`src/rtl/mc_ctrl_pkg.sv`:
```
// Shared encodings for the multi-cycle main controller and the ALU control block.
package mc_ctrl_pkg;

    typedef enum logic [3:0] {
        ST_FETCH    = 4'd0,
        ST_DECODE   = 4'd1,
        ST_EXEC_R   = 4'd2,
        ST_EXEC_I   = 4'd3,
        ST_MEM_ADDR = 4'd4,
        ST_MEM_RD   = 4'd5,
        ST_MEM_WB   = 4'd6,
        ST_MEM_WR   = 4'd7,
        ST_WB_R     = 4'd8,
        ST_WB_I     = 4'd9,
        ST_BRANCH   = 4'd10,
        ST_JUMP     = 4'd11
    } state_t;

    localparam logic [5:0] OPC_RTYPE   = 6'h00;
    localparam logic [5:0] OPC_J       = 6'h02;
    localparam logic [5:0] OPC_BEQ     = 6'h04;
    localparam logic [5:0] OPC_BNE     = 6'h05;
    localparam logic [5:0] OPC_ADDI    = 6'h08;
    localparam logic [5:0] OPC_SLTIU   = 6'h0B;
    localparam logic [5:0] OPC_ORI     = 6'h0D;
    localparam logic [5:0] OPC_LUI     = 6'h0F;
    localparam logic [5:0] OPC_LW      = 6'h23;
    localparam logic [5:0] OPC_SW      = 6'h2B;
    localparam logic [5:0] OPC_INVALID = 6'h3F;

    localparam logic [2:0] ALUOP_ADD   = 3'b000;
    localparam logic [2:0] ALUOP_SUB   = 3'b001;
    localparam logic [2:0] ALUOP_FUNCT = 3'b010;
    localparam logic [2:0] ALUOP_ADDI  = 3'b100;
    localparam logic [2:0] ALUOP_SLTIU = 3'b101;
    localparam logic [2:0] ALUOP_ORI   = 3'b110;
    localparam logic [2:0] ALUOP_LUI   = 3'b111;

    localparam logic [1:0] SRCB_RT      = 2'b00;
    localparam logic [1:0] SRCB_FOUR    = 2'b01;
    localparam logic [1:0] SRCB_IMM     = 2'b10;
    localparam logic [1:0] SRCB_IMM_SH2 = 2'b11;

    localparam logic [1:0] PCSRC_ALU    = 2'b00;
    localparam logic [1:0] PCSRC_ALUOUT = 2'b01;
    localparam logic [1:0] PCSRC_JUMP   = 2'b10;

    typedef struct packed {
        logic       pcwrite;
        logic       irwrite;
        logic       memread;
        logic       memwrite;
        logic       iord;
        logic       regwrite;
        logic       regdst;
        logic       memtoreg;
        logic       alusrca;
        logic [1:0] alusrcb;
        logic [1:0] pcsrc;
        logic [2:0] aluop;
        logic       illegal;
    } ctrl_t;

    // Where DECODE goes for a given opcode; FETCH marks an unknown opcode.
    function automatic state_t decode_dest(input logic [5:0] op);
        case (op)
            OPC_RTYPE:                           return ST_EXEC_R;
            OPC_ADDI, OPC_SLTIU, OPC_ORI, OPC_LUI: return ST_EXEC_I;
            OPC_LW, OPC_SW:                      return ST_MEM_ADDR;
            OPC_BEQ, OPC_BNE:                    return ST_BRANCH;
            OPC_J:                               return ST_JUMP;
            default:                             return ST_FETCH;
        endcase
    endfunction

    function automatic logic [2:0] exec_i_aluop(input logic [5:0] op);
        case (op)
            OPC_ADDI:  return ALUOP_ADDI;
            OPC_SLTIU: return ALUOP_SLTIU;
            OPC_ORI:   return ALUOP_ORI;
            OPC_LUI:   return ALUOP_LUI;
            default:   return ALUOP_ADD;
        endcase
    endfunction

endpackage

```
`src/rtl/mc_ctrl_out_dec.sv`:
```
// Combinational control-vector decode for the multi-cycle controller (Moore
// per state, with the documented input qualifiers on IRWrite/PCWrite).
module mc_ctrl_out_dec
    import mc_ctrl_pkg::*;
(
    input  logic [3:0] i_state,
    input  logic [5:0] i_op,
    input  logic       i_zero,
    input  logic       i_mem_ready,
    output ctrl_t      o_ctrl
);

    ctrl_t w_ctrl;

    // Per-state control values; anything not set stays at zero.
    always_comb begin
        w_ctrl = '0;
        case (i_state)
            ST_FETCH: begin
                w_ctrl.memread = 1'b1;
                w_ctrl.irwrite = i_mem_ready;
                w_ctrl.pcwrite = i_mem_ready;
                w_ctrl.alusrcb = SRCB_FOUR;
            end
            ST_DECODE: begin
                w_ctrl.alusrcb = SRCB_IMM_SH2;
                w_ctrl.illegal = (decode_dest(i_op) == ST_FETCH);
            end
            ST_EXEC_R: begin
                w_ctrl.alusrca = 1'b1;
                w_ctrl.alusrcb = SRCB_RT;
                w_ctrl.aluop   = ALUOP_FUNCT;
            end
            ST_EXEC_I: begin
                w_ctrl.alusrca = 1'b1;
                w_ctrl.alusrcb = SRCB_IMM;
                w_ctrl.aluop   = exec_i_aluop(i_op);
            end
            ST_MEM_ADDR: begin
                w_ctrl.alusrca = 1'b1;
                w_ctrl.alusrcb = SRCB_IMM;
            end
            ST_MEM_RD: begin
                w_ctrl.memread = 1'b1;
                w_ctrl.iord    = 1'b1;
            end
            ST_MEM_WB: begin
                w_ctrl.regwrite = 1'b1;
                w_ctrl.memtoreg = 1'b1;
            end
            ST_MEM_WR: begin
                w_ctrl.memwrite = 1'b1;
                w_ctrl.iord     = 1'b1;
            end
            ST_WB_R: begin
                w_ctrl.regwrite = 1'b1;
                w_ctrl.regdst   = 1'b1;
            end
            ST_WB_I: begin
                w_ctrl.regwrite = 1'b1;
            end
            ST_BRANCH: begin
                w_ctrl.alusrca = 1'b1;
                w_ctrl.alusrcb = SRCB_RT;
                w_ctrl.aluop   = ALUOP_SUB;
                w_ctrl.pcsrc   = PCSRC_ALUOUT;
                if (i_op == OPC_BEQ) begin
                    w_ctrl.pcwrite = i_zero;
                end else if (i_op == OPC_BNE) begin
                    w_ctrl.pcwrite = ~i_zero;
                end else begin
                    w_ctrl.pcwrite = 1'b0;
                end
            end
            ST_JUMP: begin
                w_ctrl.pcsrc   = PCSRC_JUMP;
                w_ctrl.pcwrite = 1'b1;
            end
            default: begin
                w_ctrl = '0;
            end
        endcase
    end

    assign o_ctrl = w_ctrl;

endmodule

```
`src/rtl/mc_main_ctrl.sv`:
```
// Multi-cycle MIPS-style main controller: state register, next-state logic,
// and reset gating of the decoded control vector.
module mc_main_ctrl
    import mc_ctrl_pkg::*;
#(
    parameter int OP_W    = 6,
    parameter int ALUOP_W = 3
)
(
    input  logic               clk_i,
    input  logic               rst_i,
    input  logic [OP_W-1:0]    instr_op_i,
    input  logic               zero_i,
    input  logic               mem_ready_i,
    output logic               PCWrite_o,
    output logic               IRWrite_o,
    output logic               MemRead_o,
    output logic               MemWrite_o,
    output logic               IorD_o,
    output logic               RegWrite_o,
    output logic               RegDst_o,
    output logic               MemtoReg_o,
    output logic               ALUSrcA_o,
    output logic [1:0]         ALUSrcB_o,
    output logic [1:0]         PCSrc_o,
    output logic [ALUOP_W-1:0] ALUOp_o,
    output logic               illegal_o,
    output logic [3:0]         state_o
);

    state_t     r_state;
    state_t     w_next;
    logic [5:0] w_op;
    ctrl_t      w_ctrl;

    // Opcodes that do not fit the 6-bit table are forced to an unknown code.
    assign w_op = (OP_W'(6'(instr_op_i)) == instr_op_i) ? 6'(instr_op_i) : OPC_INVALID;

    mc_ctrl_out_dec u_out_dec (
        .i_state     (r_state),
        .i_op        (w_op),
        .i_zero      (zero_i),
        .i_mem_ready (mem_ready_i),
        .o_ctrl      (w_ctrl)
    );

    // Next-state selection.
    always_comb begin
        w_next = ST_FETCH;
        case (r_state)
            ST_FETCH:    w_next = mem_ready_i ? ST_DECODE : ST_FETCH;
            ST_DECODE:   w_next = decode_dest(w_op);
            ST_EXEC_R:   w_next = ST_WB_R;
            ST_EXEC_I:   w_next = ST_WB_I;
            ST_MEM_ADDR: begin
                if (w_op == OPC_LW) begin
                    w_next = ST_MEM_RD;
                end else if (w_op == OPC_SW) begin
                    w_next = ST_MEM_WR;
                end else begin
                    w_next = ST_FETCH;
                end
            end
            ST_MEM_RD:   w_next = mem_ready_i ? ST_MEM_WB : ST_MEM_RD;
            ST_MEM_WB:   w_next = ST_FETCH;
            ST_MEM_WR:   w_next = mem_ready_i ? ST_FETCH : ST_MEM_WR;
            ST_WB_R:     w_next = ST_FETCH;
            ST_WB_I:     w_next = ST_FETCH;
            ST_BRANCH:   w_next = ST_FETCH;
            ST_JUMP:     w_next = ST_FETCH;
            default:     w_next = ST_FETCH;
        endcase
    end

    // State register with synchronous active-low reset.
    always_ff @(posedge clk_i) begin
        if (!rst_i) begin
            r_state <= ST_FETCH;
        end else begin
            r_state <= w_next;
        end
    end

    // Outputs are forced to zero for as long as reset is held.
    always_comb begin
        if (rst_i) begin
            PCWrite_o  = w_ctrl.pcwrite;
            IRWrite_o  = w_ctrl.irwrite;
            MemRead_o  = w_ctrl.memread;
            MemWrite_o = w_ctrl.memwrite;
            IorD_o     = w_ctrl.iord;
            RegWrite_o = w_ctrl.regwrite;
            RegDst_o   = w_ctrl.regdst;
            MemtoReg_o = w_ctrl.memtoreg;
            ALUSrcA_o  = w_ctrl.alusrca;
            ALUSrcB_o  = w_ctrl.alusrcb;
            PCSrc_o    = w_ctrl.pcsrc;
            ALUOp_o    = ALUOP_W'(w_ctrl.aluop);
            illegal_o  = w_ctrl.illegal;
            state_o    = r_state;
        end else begin
            PCWrite_o  = 1'b0;
            IRWrite_o  = 1'b0;
            MemRead_o  = 1'b0;
            MemWrite_o = 1'b0;
            IorD_o     = 1'b0;
            RegWrite_o = 1'b0;
            RegDst_o   = 1'b0;
            MemtoReg_o = 1'b0;
            ALUSrcA_o  = 1'b0;
            ALUSrcB_o  = 2'b00;
            PCSrc_o    = 2'b00;
            ALUOp_o    = '0;
            illegal_o  = 1'b0;
            state_o    = 4'd0;
        end
    end

endmodule
```
`config.mk`:
```
export PLATFORM = sky130hd
export DESIGN_NAME = mc_main_ctrl
export DESIGN_NICKNAME = d
export VERILOG_FILES = /design/src/rtl/mc_ctrl_pkg.sv /design/src/rtl/mc_ctrl_out_dec.sv /design/src/rtl/mc_main_ctrl.sv
export SDC_FILE = /design/constraint.sdc
export NUM_CORES = 1
export LEC_CHECK = 0
export CELL_PAD_IN_SITES_DETAIL_PLACEMENT = 1
export CELL_PAD_IN_SITES_GLOBAL_PLACEMENT = 1
export CORE_ASPECT_RATIO = 1.1
export CORE_UTILIZATION = 26
export CTS_CLUSTER_SIZE = 12
export DETAILED_ROUTE_END_ITERATION = 10
export HOLD_SLACK_MARGIN = 0.15
export PLACE_DENSITY_LB_ADDON = 0.1
export RECOVER_POWER = 100
export SYNTH_ARGS = -nofsm -noshare
export SYNTH_HDL_FRONTEND = slang
export SYNTH_HIERARCHICAL = 1
export SYNTH_SLANG_ARGS = --single-unit
```
`constraint.sdc`:
```
create_clock -name clk_i -period 1.35 [get_ports clk_i]
set_input_delay 0.135 -clock clk_i [delete_from_list [all_inputs] [get_ports clk_i]]
set_output_delay 0.135 -clock clk_i [all_outputs]
set_load 0.02 [all_outputs]
```
==> results of run 1 <==
[per-layer routing]
layer,track usage,share of wire,wire [um]
met1,0.284,0.40,1510
met2,0.469,0.53,2000
met3,0.0385,0.026,98
met4,0.139,0.038,143
met5,0,0,0
[cell type report]
type	count	area (um^2)	share of cell area
multi-input combinational	99	797	0.480
timing repair buffer	74	697	0.420
sequential	4	86.3	0.0520
tap	33	41.3	0.0249
clock buffer	3	22.5	0.0136
inverter	4	15.0	0.00905
[cells by family after synthesis]
logic type | after synthesis | share of synthesized area
simple gates | 70 | 0.545
flops | 4 | 0.104
buf+inv | 12 | 0.0760
compound gates | 23 | 0.202
xor+xnor | 3 | 0.0340
mux | 3 | 0.0388
[worst reg2reg max path, delay by kind of cell, from the launching register on]
kind	cells	cell delay, ns
and+or+nand+nor	2	0.55
AOI/OAI and AO/OA	2	0.36
DFF	1	0.32
buffers and inverters	2	0.26
[worst paths after layout]
check	startpoint	to	slack, ns
worst max register to register	r_state[0]$_SDFF_PN0_	r_state[1]$_SDFF_PN0_	-0.21
worst min-delay path	mem_ready_i	r_state[2]$_SDFF_PN0_	0.58
worst max-delay path	r_state[3]$_SDFF_PN0_	PCWrite_o	-0.42
worst min register to register	r_state[2]$_SDFF_PN0_	r_state[3]$_SDFF_PN0_	0.77
[per-stage QoR]
stage | setup TNS, ns | setup slack, ns | std cells
after detailed placement | -12.03 | -0.979 | 198
final | -3.88 | -0.416 | 217
after global routing | -5.51 | -0.460 | 217
after global placement | -11.39 | -0.894 | 198
after CTS | -3.45 | -0.402 | 216
after floorplan | -0.0276 | -0.0203 | 115
[cell usage in the layout (no fill, tap or decap), types with 2 or more instances in the layout]
cell and instances:
o211ai_1 3, clkdlybuf4s15_1 2, nor2_2 3, nor2_1 6
nor3_2 3, buf_6 18, nor3_1 2, and2_1 16
nor4b_1 2, a21oi_2 2, and3_1 2, dlygate4sd2_1 5
a21oi_1 5, inv_1 4, o22ai_1 2, nor2_4 3
buf_8 3, clkdlybuf4s50_1 2, nand2_1 2, nor3b_2 2
nand2b_4 4, buf_4 33, buf_2 4, nand2b_1 2
and2_4 4, or4b_4 2, clkbuf_2 2, buf_12 4
clkbuf_4 4, nand3_1 4, dfxtp_2 2, mux2i_1 2
xor2_1 3
[timing repair]
item                                    CTS  global route
pin swaps                                21             6
endpoints found under the setup margin   24            25
resized for setup                       157            16
buffers inserted                         15             1
cloned                                    0             0
hold endpoints to repair                  0             0
[report_power, final]
| part | total [W] | internal [W] | switching (W) |
|---|---|---|---|
| clock | 0.000155 | 0.0000999 | 0.0000554 |
| sequential | 0.000123 | 0.000120 | 0.00000240 |
| combinational | 0.000306 | 0.000163 | 0.000143 |
==> impl_metrics.ini, run 1 <==
[outcome]
outcome = finished with violations
violations = setup timing

[logic_synthesis]
synth-seq-area-share = 0.104
synth_ff_type = dfxtp_1
yosysWarnings = 6
ys_ff_latch = 4
syn-instance-count = 115
yosys.cell_types.count = 39
netlist_area_um2 = 773
synth_async_sr_flop_share = 0
synth_area_leaders = and2_1, dfxtp_1, nor2_1
synth_edf_count = 0
synth_top_area_cell = and2_1
synth_most_common_cell = and2_1
synth_top_area_share = 0.170
syn_nets = 125
synth_area_per_cell_um2 = 6.72
synth_common_cells = and2_1, nor2_1, a21oi_1, nor3_1, nand2b_1

[sta]
setup_viol = 21
worst_slack_ns = -0.416
hold_slack_ns = 0.579
fin_crit_ns = 1.77
max_freq_ghz = 0.566
maxSlewViolCount = 0
rsz0062_at_grt = yes
period_share = 1.31
slew-limit-headroom = 0.752
fin_worst_skew_ns = 0.00287
hold_viol = 0
tightestPinTransition_ns = 0.366

[setup_path]
critical_path_class = reg2out
setup.worst_path.start_class = flip-flop
cp_slowest_cell = or4b_4
path_delay_family = simple AND/OR/NAND/NOR gates
arrival_ns = 1.63
cp_num_cells = 5
worstPathCellList = or4b_4, a21oi_2, a31o_1, and2_4, buf_6
cp_num_buf_inv = 1
reg2reg_depth = 6
required_ns = 1.22
slowest_delay_ns = 0.53
cp-end-kind = output pin
path_max_fanout = 2

[final_layout]
regMostFlops = r_state
final_util = 0.592
largestRegisters = r_state (4)
fin_area_um2 = 1660
fill_cells = 351
drive_above_1_share = 0.582
largest_reg_flops = 4
num-nets-final = 196
area_growth_pct = 115
antenna_cells = 0

[global_route]
grt_pass1_wl_um = 5890
antenna_found_initial = 0
grt_max_degree = 23
grt.overflow.total = 0
grt_usage = 0.260
first_global_vias = 1208

[power]
power_w = 0.000584
ir_drop_mv = 0.181
power.density_nw_per_um2 = 352
power_leakage_nw = 0.726

[die]
start_util = 0.276
die_w_um = 54.0
dieArea_um2 = 3200
io_pins = 31
dieHeight_um = 59.2
core_area_um2 = 2800
rows = 20

[clock_tree]
clock_path_buffers = 2
cts_tree = yes
clock-sinks = 4
htree_levels = 1
cts.clk_slew.worst_paths_ns = 0.04
clock_latency_ns = 0.24
cts_made_buffers = 3
holdBufCountCts = 0
clock-root-buffer = clkbuf_4

[placed_design]
placed_area_um2 = 1300
dp_hpwl_um = 2170
io_buffers = 30
gp_congestion = 0.834

[route]
vias_per_cell = 5.39
drtAntennaViolNets = 0
drc = 0
vias = 1169
drt_pass1_iterations = 4
drt_iter0_markers = 23
drt-wirelength-per-cell_um = 17.3
finalWirelength_um = 3750

[min_path]
min_path_cells = 5
hold_path.class = in2reg

[job]
cap_violations = 0
Power figures use the tool's default switching activity.
==> run 2: changes to the inputs <==
--- a/config.mk
+++ b/config.mk
@@ -11,6 +11,7 @@
 export CORE_UTILIZATION = 26
 export CTS_CLUSTER_SIZE = 12
 export DETAILED_ROUTE_END_ITERATION = 10
+export GPL_TIMING_DRIVEN = 0
 export HOLD_SLACK_MARGIN = 0.15
 export PLACE_DENSITY_LB_ADDON = 0.1
 export RECOVER_POWER = 100
==> run 2 against run 1 <==
Against the previous run:
- the flow still finishes with violations (setup timing)
- sequential cell count is the same
- combinational power shrank 21%
- setup slack improved by 0.029 ns
- non-clock buffer count is 26 lower
- count of clock-buffer cells in the layout stayed put
==> impl_metrics.ini, run 2 (synthesis results as in run 1) <==
[die]
die_w_um = 54.0
dieArea_um2 = 3200
io_pins = 31
rows = 20
dieHeight_um = 59.2
start_util = 0.276
core_area_um2 = 2800

[power]
power_leakage_nw = 0.581
p_sw_w = 0.000187
ir_drop_mv = 0.313
p_comb_frac = 0.462
p_clk_frac = 0.307
p_int_w = 0.000339
p_seq_frac = 0.231
power.density_nw_per_um2 = 371
power_w = 0.000526
swShare = 0.356

[clock_tree]
clock_path_buffers = 2
cts_made_buffers = 3
holdBufCountCts = 0
clock-sinks = 4
cts.clk_slew.worst_paths_ns = 0.04
clock-root-buffer = clkbuf_4
clock_latency_ns = 0.25
cts_tree = yes
htree_levels = 1

[global_route]
first_global_vias = 1001
grt_usage = 0.192
grt_max_degree = 16
antenna_found_initial = 0
grt.overflow.total = 0
grt_pass1_wl_um = 4580

[setup_path]
cp-end-kind = output pin
r2r-start = r_state[1]$_SDFF_PN0_
required_ns = 1.22
critical_path_class = reg2out
rrSetupSlack_ns = -0.20
arrival_ns = 1.60
cp_slowest_cell = or4b_4
worstPathCellList = or4b_4, a21oi_2, a31o_1, and2_4, buf_6
setup.worst_path.start_class = flip-flop
reg2reg_depth = 4
slowest_delay_ns = 0.53
path_max_fanout = 3
r2r-end = r_state[1]$_SDFF_PN0_

[route]
drt_pass1_iterations = 4
vias_per_cell = 5.18
vias = 989
drtAntennaViolNets = 0
drt-wirelength-per-cell_um = 15.0
drc = 0
drt_iter0_markers = 9
finalWirelength_um = 2860

[min_path]
min-delay-start = instr_op_i[1]
min_path_cells = 5
whs_endpoint = r_state[1]$_SDFF_PN0_
hold_path.class = in2reg

[sta]
fin_tns_setup_ns = -3.28
tightestPinTransition_ns = 0.352
hold_viol = 0
worst_slack_ns = -0.387
max_freq_ghz = 0.576
fin_crit_ns = 1.74
slew-limit-headroom = 0.762
setup_viol = 19
maxSlewViolCount = 0
rsz0062_at_grt = yes
period_share = 1.29
fin_worst_skew_ns = 0.00470

[final_layout]
drive_above_1_share = 0.506
largest_reg_flops = 4
largestRegisters = r_state (4)
layout_common_cells = buf_6, and2_1, buf_4, nor2_1, clkdlybuf4s15_2
area_growth_pct = 83.5
regMostFlops = r_state
layout_commonest_cell = buf_6
final_util = 0.506
fin_cells = 191
num-nets-final = 170
antenna_cells = 0

[placed_design]
place_inst = 178
post-place-ws_ns = -1.13
gp_congestion = 0.766
dp_hpwl_um = 1860
io_buffers = 30

[job]
cap_violations = 0

[outcome]
outcome = finished with violations
violations = setup timing
[run 2: changes by cell type in the layout (fill, tap and decap cells not counted), sizes merged]
| cell | previous run | this run |
|---|---|---|
| buf | 62 | 30 |
| dlygate4sd2 | 5 | 3 |
| clkdlybuf4s50 | 2 | 1 |
| clkdlybuf4s15 | 2 | 8 |
| clkbuf | 6 | 9 |
[run 2: per-layer routing]
| layer | vias up | part of all wire | wire length (um) | track usage |
|---|---|---|---|---|
| met4 | 0 | 0.010 | 30 | 0.0440 |
| met3 | 4 | 0.033 | 94 | 0.0308 |
| met5 | - | 0 | 0 | 0 |
| met1 | 460 | 0.43 | 1220 | 0.236 |
| li1 | 501 | - | - | - |
| met2 | 24 | 0.53 | 1520 | 0.342 |
[run 2: metrics by stage]
step | instance area, um^2 | hold slack, ns
floorplan | 790 | 0.371
global placement | 1130 | 0.548
detailed placement | 1130 | 0.562
CTS | 1350 | 0.400
global route | 1420 | 0.466
finish | 1420 | 0.397
[run 2: layout make-up]
class	instances	area, um^2
inverters	4	15.0
flip-flops and latches	4	92.6
multi-input cells	99	791
clock buffers	3	22.5
repair buffers	40	374
plain buffers	8	82.6
fillers	351	1380
well taps	33	41.3
[run 2: worst max-delay path by stage]
stage                           from                    end  slack (ns)
2_1_floorplan  r_state[2]$_SDFF_PN0_  r_state[1]$_SDFF_PN0_       -0.02
3_3_place_gp           instr_op_i[1]              illegal_o       -1.11
3_5_place_dp           instr_op_i[1]              PCWrite_o       -1.13
4_1_cts        r_state[3]$_SDFF_PN0_              PCWrite_o       -0.40
5_1_grt        r_state[3]$_SDFF_PN0_              PCWrite_o       -0.45
6_report       r_state[3]$_SDFF_PN0_              PCWrite_o       -0.39
[run 2: worst max-delay path: cells and delay by family (launching register included)]
family / cells / cell delay [ns]
AO/OA/AOI/OAI: 2 / 0.25
buffers and inverters: 1 / 0.10
AND/OR/NAND/NOR: 2 / 0.67
flip-flops: 1 / 0.34
[run 2: what timing repair did]
item	CTS	global route
setup endpoints to repair	23	23
cloned	1	0
resized for setup	150	25
pin swaps	5	8
buffers inserted	6	4
[run 2: power by group through the flow]
| stage | Sequential, W | Combinational [W] | Clock [W] |
|---|---|---|---|
| 2_1_floorplan | 0.000128 | 0.000101 | 0 |
| 6_report | 0.000122 | 0.000243 | 0.000161 |
| 5_1_grt | 0.000122 | 0.000265 | 0.000174 |
| 4_1_cts | 0.000119 | 0.000222 | 0.000164 |
| 3_5_place_dp | 0.000130 | 0.000191 | 0 |
| 3_3_place_gp | 0.000130 | 0.000186 | 0 |
